$ cat config.mk
export PLATFORM = sky130hd
export DESIGN_NAME = countdown_timer_pro
export DESIGN_NICKNAME = d
export VERILOG_FILES = /design/src/rtl/timer_pkg.sv /design/src/rtl/half_sec_prescaler.sv /design/src/rtl/countdown_timer_pro.sv
export SDC_FILE = /design/constraint.sdc
export NUM_CORES = 1
export LEC_CHECK = 0
export CAP_MARGIN = 25
export CORE_MARGIN = 3
export CORE_UTILIZATION = 40
export CTS_CLUSTER_DIAMETER = 200
export DETAILED_ROUTE_END_ITERATION = 12
export GPL_TIMING_DRIVEN = 0
export PLACE_DENSITY_LB_ADDON = 0.05
export SYNTH_ARGS = -nofsm -noshare
export SYNTH_HDL_FRONTEND = slang
export SYNTH_SLANG_ARGS = --single-unit
$ cat constraint.sdc
create_clock -name clock -period 2.6 [get_ports clock]
set_clock_uncertainty 0.2 [all_clocks]
set_input_delay 0.39 -clock clock [delete_from_list [all_inputs] [get_ports clock]]
set_output_delay 0.39 -clock clock [all_outputs]
set_load 0.01 [all_outputs]
$ cat src/rtl/timer_pkg.sv
// Shared types and helpers for the countdown timer: FSM state encoding and
// prescaler width derived from the clock rate.
package timer_pkg;

  typedef enum logic [1:0] {
    IDLE    = 2'd0,
    RUN     = 2'd1,
    PAUSED  = 2'd2,
    EXPIRED = 2'd3
  } timer_state_e;

  // Bits needed to count 0..HALF-1; at least one bit so CLK_HZ=2 still works.
  function automatic int presc_width(input int clk_hz);
    int w;
    w = $clog2(clk_hz / 2);
    return (w < 1) ? 1 : w;
  endfunction

endpackage

$ cat src/rtl/half_sec_prescaler.sv
// Half-second prescaler: counts enabled cycles and flags the cycle on which a
// half-second (and every second one, a full second) completes.
module half_sec_prescaler
  import timer_pkg::*;
#(
  parameter int CLK_HZ = 2000
) (
  input  logic clock,
  input  logic reset,
  input  logic clear,
  input  logic enable,
  output logic half_tick,
  output logic full_tick
);

  localparam int HALF = CLK_HZ / 2;
  localparam int PW = presc_width(CLK_HZ);
  localparam logic [PW-1:0] LAST = PW'(HALF - 1);

  logic [PW-1:0] prescaler_q, prescaler_d;
  logic          phase_q, phase_d;
  logic          wrap;

  // Ticks are look-ahead flags: they are high on the edge where the wrap
  // happens so the parent can register its strobes and count on that edge.
  always_comb begin
    wrap        = enable && (prescaler_q == LAST);
    prescaler_d = prescaler_q;
    phase_d     = phase_q;
    if (clear) begin
      prescaler_d = '0;
      phase_d     = 1'b0;
    end else if (wrap) begin
      prescaler_d = '0;
      phase_d     = ~phase_q;
    end else if (enable) begin
      prescaler_d = prescaler_q + 1'b1;
    end
  end

  assign half_tick = wrap && !clear;
  assign full_tick = half_tick && phase_q;

  always_ff @(posedge clock) begin
    if (reset) begin
      prescaler_q <= '0;
      phase_q     <= 1'b0;
    end else begin
      prescaler_q <= prescaler_d;
      phase_q     <= phase_d;
    end
  end

endmodule

$ cat src/rtl/countdown_timer_pro.sv
// Second-resolution countdown timer with pause, auto-reload, expiry pulse and
// 1 Hz / 2 Hz strobes for the display/blink logic.
module countdown_timer_pro
  import timer_pkg::*;
#(
  parameter int CLK_HZ = 2000,
  parameter int CNT_W  = 4
) (
  input  logic             clock,
  input  logic             reset,
  input  logic [CNT_W-1:0] value,
  input  logic             start_timer,
  input  logic             pause,
  input  logic             auto_reload,
  output logic             expired,
  output logic             expired_pulse,
  output logic             one_hz_enable,
  output logic             two_hz_enable,
  output logic             busy,
  output logic [CNT_W-1:0] counter
);

  timer_state_e     state_q, state_d;
  logic [CNT_W-1:0] counter_q, counter_d;
  logic [CNT_W-1:0] reload_val_q, reload_val_d;
  logic             expired_q, expired_d;
  logic             expired_pulse_q, expired_pulse_d;
  logic             one_hz_q, one_hz_d;
  logic             two_hz_q, two_hz_d;
  logic             busy_q, busy_d;

  logic presc_enable;
  logic half_tick, full_tick;

  // The resume edge out of PAUSED counts, so a pause shifts events by exactly
  // the number of cycles pause was high.
  assign presc_enable = ((state_q == RUN) || (state_q == PAUSED)) && !pause && !start_timer;

  half_sec_prescaler #(
    .CLK_HZ(CLK_HZ)
  ) u_prescaler (
    .clock    (clock),
    .reset    (reset),
    .clear    (start_timer),
    .enable   (presc_enable),
    .half_tick(half_tick),
    .full_tick(full_tick)
  );

  always_comb begin
    state_d         = state_q;
    counter_d       = counter_q;
    reload_val_d    = reload_val_q;
    expired_pulse_d = 1'b0;
    one_hz_d        = 1'b0;
    two_hz_d        = 1'b0;

    if (start_timer) begin
      counter_d       = value;
      reload_val_d    = value;
      state_d         = (value != '0) ? RUN : EXPIRED;
      expired_pulse_d = (value == '0);
    end else begin
      case (state_q)
        RUN, PAUSED: begin
          if (pause) begin
            state_d = PAUSED;
          end else begin
            state_d  = RUN;
            two_hz_d = half_tick;
            one_hz_d = full_tick;
            // Expiry is the decrement from 1; zero is never decremented.
            if (full_tick && (counter_q != '0)) begin
              if (counter_q == CNT_W'(1)) begin
                expired_pulse_d = 1'b1;
                if (auto_reload) begin
                  counter_d = reload_val_q;
                end else begin
                  counter_d = '0;
                  state_d   = EXPIRED;
                end
              end else begin
                counter_d = counter_q - 1'b1;
              end
            end
          end
        end
        default: counter_d = '0;
      endcase
    end

    expired_d = (state_d == EXPIRED);
    busy_d    = (state_d == RUN) || (state_d == PAUSED);
  end

  always_ff @(posedge clock) begin
    if (reset) begin
      state_q         <= IDLE;
      counter_q       <= '0;
      reload_val_q    <= '0;
      expired_q       <= 1'b0;
      expired_pulse_q <= 1'b0;
      one_hz_q        <= 1'b0;
      two_hz_q        <= 1'b0;
      busy_q          <= 1'b0;
    end else begin
      state_q         <= state_d;
      counter_q       <= counter_d;
      reload_val_q    <= reload_val_d;
      expired_q       <= expired_d;
      expired_pulse_q <= expired_pulse_d;
      one_hz_q        <= one_hz_d;
      two_hz_q        <= two_hz_d;
      busy_q          <= busy_d;
    end
  end

  assign expired       = expired_q;
  assign expired_pulse = expired_pulse_q;
  assign one_hz_enable = one_hz_q;
  assign two_hz_enable = two_hz_q;
  assign busy          = busy_q;
  assign counter       = counter_q;

endmodule

---- After elaboration in Yosys (flattened, before gate mapping) ----
Index checks and enable logic that the tools add are counted.
cells by class
  add/subtract/negate cells ............... 2
  multipliers ............................. 0
  divide/modulo/power cells ............... 0
  $lt $le $gt $ge ......................... 0
  equality and inequality tests ........... 9
  shift operators ......................... 0
  mux-type cells .......................... 18
  bitwise gates (word level) .............. 2
  reductions and logical operators ........ 18
operators with widths
  operator                                              count
  2-to-1 mux 4 bit                                      6
  2-to-1 mux 2 bit                                      7
  adder 10 x 1 -> 10 bit (second input constant)        1
  equality test 10 bit (second input constant)          1
  nonzero test 4 bit                                    2
  equality test 2 bit (second input constant)           3
  logical AND 1 bit                                     6
  inequality test 3 bit (second input constant)         2
  2-to-1 mux 1 bit                                      5
  equality test 2 x 1 -> 1 bit (second input constant)  2
  equality test 4 x 1 -> 1 bit (second input constant)  1
  logical NOT 4 bit                                     1
  OR reduction 2 bit                                    2
  OR reduction 4 bit                                    1
  subtractor 4 x 1 -> 4 bit (second input constant)     1
  OR reduction 3 bit                                    1
  logical NOT 1 bit                                     2
  logical OR 1 bit                                      2
  inverter 1 bit                                        2
  AND reduction 2 bit                                   1
word-level totals
  flip-flop bits (word level) ............. 26
  latch bits .............................. 0
  bits in writable memories ............... 0
  ROM bits ................................ 0
  input bits .............................. 9
  output and inout bits ................... 9
  word-level logic and storage cells ...... 59
  memories ................................ 0

---- Depth between registers and ports, before layout ----
Gate-level depths: netlist of the first run.
  word-level depth ........................ 14
  depth in mapped cells ................... 8
  depth with buffers taken out ............ 8

---- By module ----
A second synthesis of the first run with hierarchy kept.
second synthesis, totals
  cell total of the unflattened synthesis .. 140
  area total of the unflattened synthesis .. 1285.0 um^2
modules (own cells, without submodules)
  module               times used  cells an instance  area an instance (um^2)  seq. area each (um^2)
  countdown_timer_pro  1           83                 768.2                    300.3
  half_sec_prescaler   1           57                 516.7                    220.2

---- Worst setup path after synthesis of the first run ----
OpenSTA, ideal clock, no wires.
  kind .................................... register to register
  start point ............................. register u_prescaler.prescaler_q[0]
  end point ............................... register busy_q, in the netlist busy
  setup time .............................. 114 ps
  data arrival time ....................... 1668 ps
  data required time ...................... 2286 ps
  setup slack ............................. 619 ps
  cell stages (with the launch flop) ...... 9
  buffers on the path ..................... 1
  clock period less this slack ............ 1981 ps
  path through ............................ dfxtp_1 > ha_1 > and4bb_2 > and4_1 > clkbuf_1 > nand4_1 > nand2_1 > ha_1 > nor2b_1
on the way
  longest elaborated chain between the ends .. 11
  elaborated cells between the ends (all ways) .. 12
  those cells by class .................... 3 x eq/ne; 4 x mux; 5 x reduce/logical
ends and longest elaborated chain
  element                                                              line                        source
  from (decl)                                                          half_sec_prescaler.sv:20    logic [PW-1:0] prescaler_q, prescaler_d;
  from (signal assigned)                                               half_sec_prescaler.sv:49    prescaler_q <= prescaler_d;
  equality test 10 bit *                                               half_sec_prescaler.sv:27    wrap = enable && (prescaler_q == LAST);
  logical AND 1 bit *                                                  half_sec_prescaler.sv:27
  logical AND 1 bit *                                                  half_sec_prescaler.sv:41    assign half_tick = wrap && !clear;
  logical AND 1 bit *                                                  half_sec_prescaler.sv:42    assign full_tick = half_tick && phase_q;
  logical AND 1 bit *                                                  countdown_timer_pro.sv:73   if (full_tick && (counter_q != '0)) begin
  2-to-1 mux 2 bit *                                                   countdown_timer_pro.sv:73
  2-to-1 mux 2 bit *                                                   countdown_timer_pro.sv:66   if (pause) begin
  2-to-1 mux 2 bit *                                                   countdown_timer_pro.sv:64   case (state_q)
  2-to-1 mux 2 bit *                                                   countdown_timer_pro.sv:58   if (start_timer) begin
  equality test 2 x 1 -> 1 bit or equality test 2 bit (tied branches)  countdown_timer_pro.sv:93   busy_d = (state_d == RUN) || (state_d == PAUSED);
  logical OR 1 bit *                                                   countdown_timer_pro.sv:93
  net busy_d                                                           countdown_timer_pro.sv:30   logic busy_q, busy_d;
  to (signal assigned)                                                 countdown_timer_pro.sv:114  busy_q <= busy_d;
  to (decl)                                                            countdown_timer_pro.sv:30
The timed path passes the listed nets; every way through them passes the cells marked *.
A chain may end at the register's enable or synchronous reset.

---- Final worst setup path of the first run ----
  start point ............................. input start_timer
  end point ............................... register busy_q, in the netlist busy
on the way
  longest elaborated chain between the ends .. 12
  elaborated cells between the ends (all ways) .. 13
  those cells by class .................... 2 x eq/ne; 4 x mux; 7 x reduce/logical
ends and longest elaborated chain
  element                                                              line                                                 source
  from (decl)                                                          countdown_timer_pro.sv:12                            input logic start_timer,
  logical NOT 1 bit                                                    half_sec_prescaler.sv:41, countdown_timer_pro.sv:37
  logical AND 1 bit                                                    countdown_timer_pro.sv:37                            assign presc_enable = ((state_q == RUN) || (state_q == PAUSED)) && !pause && !start_timer;
  logical AND 1 bit                                                    half_sec_prescaler.sv:27
  logical AND 1 bit                                                    half_sec_prescaler.sv:41
  logical AND 1 bit                                                    half_sec_prescaler.sv:42
  logical AND 1 bit                                                    countdown_timer_pro.sv:73
  2-to-1 mux 2 bit                                                     countdown_timer_pro.sv:73
  2-to-1 mux 2 bit                                                     countdown_timer_pro.sv:66
  2-to-1 mux 2 bit                                                     countdown_timer_pro.sv:64
  2-to-1 mux 2 bit *                                                   countdown_timer_pro.sv:58
  equality test 2 x 1 -> 1 bit or equality test 2 bit (tied branches)  countdown_timer_pro.sv:93
  logical OR 1 bit *                                                   countdown_timer_pro.sv:93
  net busy_d                                                           countdown_timer_pro.sv:30
Marked as above.

==> flow_summary.ini, run 1 <==
[outcome]
run_status = finished, final reports clean

[synth]
synth_edf_count = 0
ys_types = 38
syn_nets = 158
synth_ff_type = dfxtp_1
synth.avg_cell_area_um2 = 8.88
synthCells = 145
synth.top_cell.area_share_pct = 40.4
ys_seq_elements = 26
synthTopCellsByArea = dfxtp_1, nor2_1, ha_1
netlist_area_um2 = 1290
yosysWarnings = 0
seq_area_frac_synth_pct = 40.4
yosysTopAreaCell = dfxtp_1
synthArstFlopShare_pct = 0

[clock_network]
clk_latency_ps = 320
post_cts_resized = 0
cts_buffer_depth = 2
cts_buffers = 3
clockRootBuffer = clkbuf_4
postCtsSetupBuffers = 0
cts.sinks = 26
cts.htree.levels = 1
clk_pin_slew_ps = 150
cts_hold_buf = 0
cts_tree = done

[cells_and_area]
antenna_cells = 0
fin_nets = 180
regMostFlops = u_prescaler.prescaler_q
drive_above_1_share_pct = 6.02
largest_register_ffs = 10
fin_cells = 208
fin_util_pct = 53.9
syn2layout_area_growth_pct = 21.4

[power_and_ir_drop]
finalPower_uw = 810
p_leak_uw = 0.000562
p_per_area_nw_per_um2 = 519
ir_drop_v = 0.000242

[route]
drtIter0Drc = 52
drc = 0
wl_per_cell_um = 12.7
totalWireLength_um = 2640
routed_via_density = 5.43
drtAntennaViolNets = 0
via_count = 1129
dr.pass1.iters = 4

[critical_path]
reg2reg_from = u_prescaler.prescaler_q[0]
ff2ff_setup_slack_ps = 430
path_class = in -> reg
cp-start-kind = input pin
cp_data_arrival_time_ps = 2370
regToRegEndpoint = busy
end_kind = flop
worstPathMaxFanout = 10
crit_required_ps = 2630
reg2regPathDepth = 8

[global_route]
grt_pass1_wl_um = 4690
overflow = 0
grt_max_degree = 16
antenna_found_initial = 0
globalRouteTotalUtil_pct = 14.5
first_global_vias = 1001

[die]
die-area_um2 = 3940
die_w_um = 62.7
design.core.area_um2 = 2900
dieHeight_um = 62.7
rows = 19
ios = 18
start_util_pct = 44.4

[placement]
io_buffers = 17
hpwl_um = 2010
gp_congestion = 0.897
dp.cells = 204

[timing]
worst_pin_slew_ps = 538
fin_crit_ps = 2350
rsz0062_at_grt = no
timing.final.crit_share_pct = 90.2
hold_viol_final = 0
setup-violations-final = 0
fmax_mhz = 426
slew_viol_final = 0
slew-limit-headroom_pct = 63.8

[hold_path]
holdPathEnd = reload_val_q[1]
whs_path_depth = 2
min_from = reload_val_q[1]
hp-class = reg -> reg

[flow_run]
maxCapViolations = 0
-- per-stage QoR --
stage	hold slack [ps]	worst slack (ps)	area, um^2	setup TNS (ps)
global route	314	117	1560	0
detailed placement	261	-99.2	1510	-459
global placement	255	-62.4	1510	-399
CTS	283	254	1560	0
finish	286	255	1560	0
floorplan	246	619	1290	0
-- critical path, stage by stage --
cell and delay, ps:
clkdlybuf4s50_1 500, clkbuf_1 340, nand2b_1 100, or4_1 460, and2_1 180, nand2_1 60
ha_1 210, nor2b_1 120
-- worst max-delay path by stage --
stage | from | to | slack [ps]
2_1_floorplan | u_prescaler.prescaler_q[0] | busy | 620
3_3_place_gp | pause | busy | -60
3_5_place_dp | start_timer | busy | -100
4_1_cts | start_timer | busy | 250
5_1_grt | start_timer | busy | 120
6_report | start_timer | busy | 250
-- logic make-up after synthesis --
group / share of synthesized area [%]
compound gates: 15.6
xor+xnor: 6.80
fa+ha+maj: 3.89
buf+inv: 3.50
flops: 40.4
mux: 1.55
simple gates: 28.2
-- per-layer routing --
layer	wire [um]	part of all wire (%)	global-route usage, %
met5	0	0	0
met4	20	0.76	3.31
met3	134	5.1	3.06
met2	1080	41	21.2
met1	1410	53	21.5
-- Yosys cell counts, types with 2 or more instances --
cell type	n
a21o_1	2
nand2b_1	4
a32oi_1	2
or3_1	4
dfxtp_1	26
nor2_1	14
xor2_1	5
a21oi_1	8
o41ai_1	3
mux2i_1	2
o21ai_0	4
nand2_1	9
and4_1	3
o31ai_1	2
and3_1	4
nand4_1	4
clkbuf_1	5
xnor2_1	5
nor3_1	4
nand3_1	4
and2_1	3
inv_1	4
ha_1	4
nor2b_1	3
a221oi_1	4
-- cell usage in the layout, fill, tap and decap left out, types with 2 or more instances in the layout --
cell type,synthesis,layout
o31ai_1,2,2
nand4_1,4,4
and3_1,4,4
nor2b_1,3,3
mux2i_1,2,2
nor3_1,4,4
ha_1,4,4
a32oi_1,2,2
clkdlybuf4s50_1,0,17
nand3_1,4,4
or3_1,4,4
o21ai_0,4,4
and2_1,3,3
nor2_1,14,14
xor2_1,5,5
a221oi_1,4,4
a21oi_1,8,8
xnor2_1,5,5
o41ai_1,3,3
nand2_1,9,9
clkbuf_1,5,5
a21o_1,2,2
nand2b_1,4,4
and4_1,3,3
inv_1,4,4
dfxtp_1,26,26
clkbuf_4,0,3
-- final cells by class --
| cell class | instances | area [um^2] |
|---|---|---|
| buffer | 6 | 30.0 |
| clock buffer | 3 | 22.5 |
| clock inverter | 1 | 30.0 |
| fill | 303 | 1340 |
| inverter | 4 | 15.0 |
| multi-input combinational | 109 | 722 |
| sequential | 26 | 520 |
| tap | 42 | 52.6 |
| timing repair buffer | 17 | 170 |
-- report_power, final --
group          switching, uW  total, uW  internal [uW]
Combinational           54.3        108           53.4
Clock                    123        279            156
Sequential              13.0        424            411
No activity file was read; power rests on OpenSTA's default activity.
==> run 2: changes to the inputs <==
--- a/config.mk
+++ b/config.mk
@@ -8,2 +8,3 @@
 export CAP_MARGIN = 25
+export CORE_ASPECT_RATIO = 0.9
 export CORE_MARGIN = 3
@@ -13,2 +14,3 @@
 export GPL_TIMING_DRIVEN = 0
+export HOLD_SLACK_MARGIN = 0.1
 export PLACE_DENSITY_LB_ADDON = 0.05
--- a/constraint.sdc
+++ b/constraint.sdc
@@ -4,2 +4,2 @@
 set_output_delay 0.39 -clock clock [all_outputs]
-set_load 0.01 [all_outputs]
+set_load 0.1 [all_outputs]
==> flow_summary.ini, run 2 (synthesis results as in run 1) <==
[outcome]
run_status = finished, final reports clean

[timing]
fin_setup_tns_ps = 0
slew-limit-headroom_pct = 35.0
fmax_mhz = 400
setup-violations-final = 0
worst_pin_slew_ps = 972
timing.final.crit_share_pct = 96.2
slew_viol_final = 0
rsz0062_at_grt = no
hold_viol_final = 0
fin_crit_ps = 2500

[critical_path]
cp_slowest_cell = clkdlybuf4s50_1
worstPathCellList = clkdlybuf4s50_1
reg2reg_from = u_prescaler.prescaler_q[0]
cp_data_arrival_time_ps = 1910
cp-start-kind = flop
end_kind = output port
slowest_delay_ps = 1160
path_buf_inv = 1
ff2ff_setup_slack_ps = 410
regToRegEndpoint = u_prescaler.prescaler_q[3]
worstPathMaxFanout = 6
crit_required_ps = 2010
path_delay_family = buffers and inverters
path_class = reg -> out
reg2regPathDepth = 7

[cells_and_area]
final_common_cell = dfxtp_1
largest_register_ffs = 10
antenna_cells = 0
fin_nets = 180
final_cell_mix = dfxtp_1, clkdlybuf4s50_1, nor2_1
fin_util_pct = 52.8
drive_above_1_share_pct = 5.45
regMostFlops = u_prescaler.prescaler_q
syn2layout_area_growth_pct = 19.2

[clock_network]
cts_hold_buf = 0
cts_tree = done
cts.htree.levels = 1
cts_buffers = 3
cts_buffer_depth = 2
cts.sinks = 26
clk_pin_slew_ps = 130
clk_latency_ps = 310
clockRootBuffer = clkbuf_4

[die]
die_w_um = 65.8
dieHeight_um = 59.8
ios = 18
rows = 18
die-area_um2 = 3940
start_util_pct = 44.3
design.core.area_um2 = 2910

[route]
totalWireLength_um = 2710
routed_via_density = 5.42
dr.pass1.iters = 4
drc = 0
drtIter0Drc = 79
drtAntennaViolNets = 0
wl_per_cell_um = 13.2
via_count = 1111

[power_and_ir_drop]
seq_power_share_pct = 56.8
ir_drop_v = 0.000314
p_int_uw = 518
p_sw_share_pct = 30.5
p_switching_uw = 227
comb_power_share_pct = 20.8
pwr-share-clk_pct = 22.3
p_per_area_nw_per_um2 = 485
p_leak_uw = 0.000579

[flow_run]
maxCapViolations = 0

[global_route]
globalRouteTotalUtil_pct = 15.7
grt_max_degree = 14
antenna_found_initial = 0
grt_pass1_wl_um = 4710
first_global_vias = 1029
overflow = 0

[hold_path]
holdPathEnd = reload_val_q[1]
whs_path_depth = 2
min_from = reload_val_q[1]
hp-class = reg -> reg

[placement]
hpwl_um = 2070
gp_congestion = 0.861
io_buffers = 17
-- run 2: cell count changes in the layout (fill, tap and decap cells not counted) --
cell	before	now
clkdlybuf4s50_1	17	15
dlymetal6s2s_1	0	2
bufinv_16	1	0
-- run 2: worst max-delay path by stage --
stage	startpoint	end	slack [ps]	depth (start not counted)
6_report	counter[0]	counter[0]	100	1
5_1_grt	counter[0]	counter[0]	30	1
4_1_cts	counter[3]	counter[3]	8	1
3_5_place_dp	start_timer	busy	-120	8
3_3_place_gp	start_timer	busy	-70	8
2_1_floorplan	counter[1]	counter[2]	60	6
-- run 2: final cells by class --
type	count	area, um^2
buffer	6	30.0
clock buffer	3	22.5
fill	279	1370
inverter	4	15.0
multi-input combinational	109	722
sequential	26	520
tap	40	50.0
timing repair buffer	17	175
-- run 2: what timing repair did --
action                                  CTS  global route
endpoints found under the setup margin    0             2
endpoints found under the hold margin     0             0
buffers inserted                          0             0
gates resized for setup                   0             2
-- run 2: power by group through the flow --
stage | combinational (uW) | clock (uW) | sequential (uW)
CTS | 156 | 178 | 424
global placement | 155 | 0 | 432
floorplan | 60.9 | 0 | 481
global route | 168 | 191 | 426
detailed placement | 155 | 0 | 433
finish | 155 | 167 | 424
-- run 2: layer usage --
layer	share of wire [%]	GRT usage, %	up-vias
met2	41	24.3	37
met1	52	20.6	502
met5	0	0	-
met3	5.7	5.08	2
met4	0.85	5.33	0
li1	-	-	570
-- run 2: per-stage QoR --
step                      instance area, um^2  total power (uW)  cells  hold WS [ps]  setup WS (ps)
after global routing                     1540               785    205           304           33.2
after CTS                                1530               758    205           281           8.06
final                                    1540               745    205           281           98.0
after floorplan                          1290               542    145           246           55.8
after global placement                   1510               587    202           257          -73.9
after detailed placement                 1510               588    202           260           -119
==> run 3: changes to the inputs <==
Settings changed: CORE_MARGIN 3 to unset.
==> flow_summary.ini, run 3 (synthesis results as in run 1) <==
[clock_network]
cts_tree = done
clk_latency_ps = 320
cts.htree.levels = 1
cts_hold_buf = 0
cts_buffers = 3
clk_pin_slew_ps = 140
cts.sinks = 26
cts_buffer_depth = 2
clockRootBuffer = clkbuf_4
postCtsSetupBuffers = 0

[critical_path]
worstPathMaxFanout = 6
slowest_delay_ps = 1160
cp-start-kind = flop
path_class = reg -> out
path_delay_family = buffers and inverters
end_kind = output port
worstPathCellList = clkdlybuf4s50_1
crit_required_ps = 2010
cp_slowest_cell = clkdlybuf4s50_1
ff2ff_setup_slack_ps = 340
path_buf_inv = 1
cp_data_arrival_time_ps = 1920

[timing]
slew_viol_final = 0
worst_pin_slew_ps = 977
rsz0062_at_grt = no
slew-limit-headroom_pct = 34.6
fin_hold_ws_ps = 282
setup-violations-final = 0
hold_viol_final = 0
fin_crit_ps = 2510
fmax_mhz = 398
timing.final.crit_share_pct = 96.6

[flow_run]
maxCapViolations = 0

[global_route]
first_global_vias = 1082
grt_pass1_wl_um = 4930
grt_util_met3_pct = 5.81
grt_max_degree = 14
grt_use_met1_pct = 28.8
use_met2_pct = 27.2
grt-busiest-layer = met1
globalRouteTotalUtil_pct = 19.1
overflow = 0
antenna_found_initial = 0

[die]
die-area_um2 = 3450
ios = 18
start_util_pct = 42.0
dieHeight_um = 55.8
rows = 19
design.core.area_um2 = 3070
die_w_um = 61.8

[outcome]
run_status = finished, final reports clean

[cells_and_area]
antenna_cells = 0
final_common_cell = dfxtp_1
syn2layout_area_growth_pct = 19.4
fin_nets = 180
fillers = 317
regMostFlops = u_prescaler.prescaler_q
drive_above_1_share_pct = 5.45
final_cell_mix = dfxtp_1, clkdlybuf4s50_1, nor2_1
largest_register_ffs = 10
fin_cells = 207

[placement]
io_buffers = 17
gp_congestion = 0.812
dp.cells = 204
hpwl_um = 2070

[power_and_ir_drop]
ir_drop_v = 0.000291
finalPower_uw = 753
p_per_area_nw_per_um2 = 490
p_leak_uw = 0.000579

[route]
drtAntennaViolNets = 0
wl_per_cell_um = 13.4
dr.pass1.iters = 4
routed_via_density = 5.52
drc = 0
via_count = 1142
totalWireLength_um = 2770
drtIter0Drc = 64

[hold_path]
hp-class = reg -> reg
-- run 3: cell counts in the layout (fill, tap and decap cells not counted) --
No cell type changed its count.
-- run 3: cell type report --
class	instances	area, um^2	share of cell area, %
Timing Repair Buffer	17	175	11.4
Buffer	6	30.0	1.95
Clock buffer	3	22.5	1.46
Sequential cell	26	520	33.8
Tap cell	42	52.6	3.42
Multi-Input combinational cell	109	722	46.9
Inverter	4	15.0	0.976
-- run 3: power breakdown --
| group | switching (uW) | internal [uW] | leakage [uW] | total [uW] |
|---|---|---|---|---|
| combinational | 102 | 53.1 | 0.000353 | 155 |
| sequential | 12.7 | 411 | 0.000212 | 424 |
| clock | 119 | 54.4 | 0.0000138 | 174 |
-- run 3: routing by layer --
metal | routed length (um) | up-vias
met5 | 0 | -
met4 | 21 | 0
met3 | 175 | 2
met2 | 1160 | 33
met1 | 1420 | 537
li1 | - | 570
-- run 3: path summary, 6_finish.rpt --
check / cells after the start / endpoint / start
max: 1 / counter[0] / counter[0]
max reg2reg: 7 / u_prescaler.prescaler_q[3] / u_prescaler.prescaler_q[0]
min reg2reg: 2 / reload_val_q[0] / reload_val_q[0]
min: 2 / reload_val_q[0] / reload_val_q[0]
-- run 3: through the flow --
step                setup TNS, ps  worst slack, ps  utilization [%]  cell area [um^2]
floorplan                       0             55.8                -              1290
global placement             -462            -67.0             49.2              1510
detailed placement          -1040             -127             49.2              1510
CTS                             0            0.975             50.0              1530
global route                    0             40.4             50.1              1540
finish                          0             89.4             50.1              1540
-- run 3: timing repair --
action / CTS / global route
setup endpoints to repair: 0 / 2
hold endpoints to repair: 0 / 0
resized for setup: 0 / 2
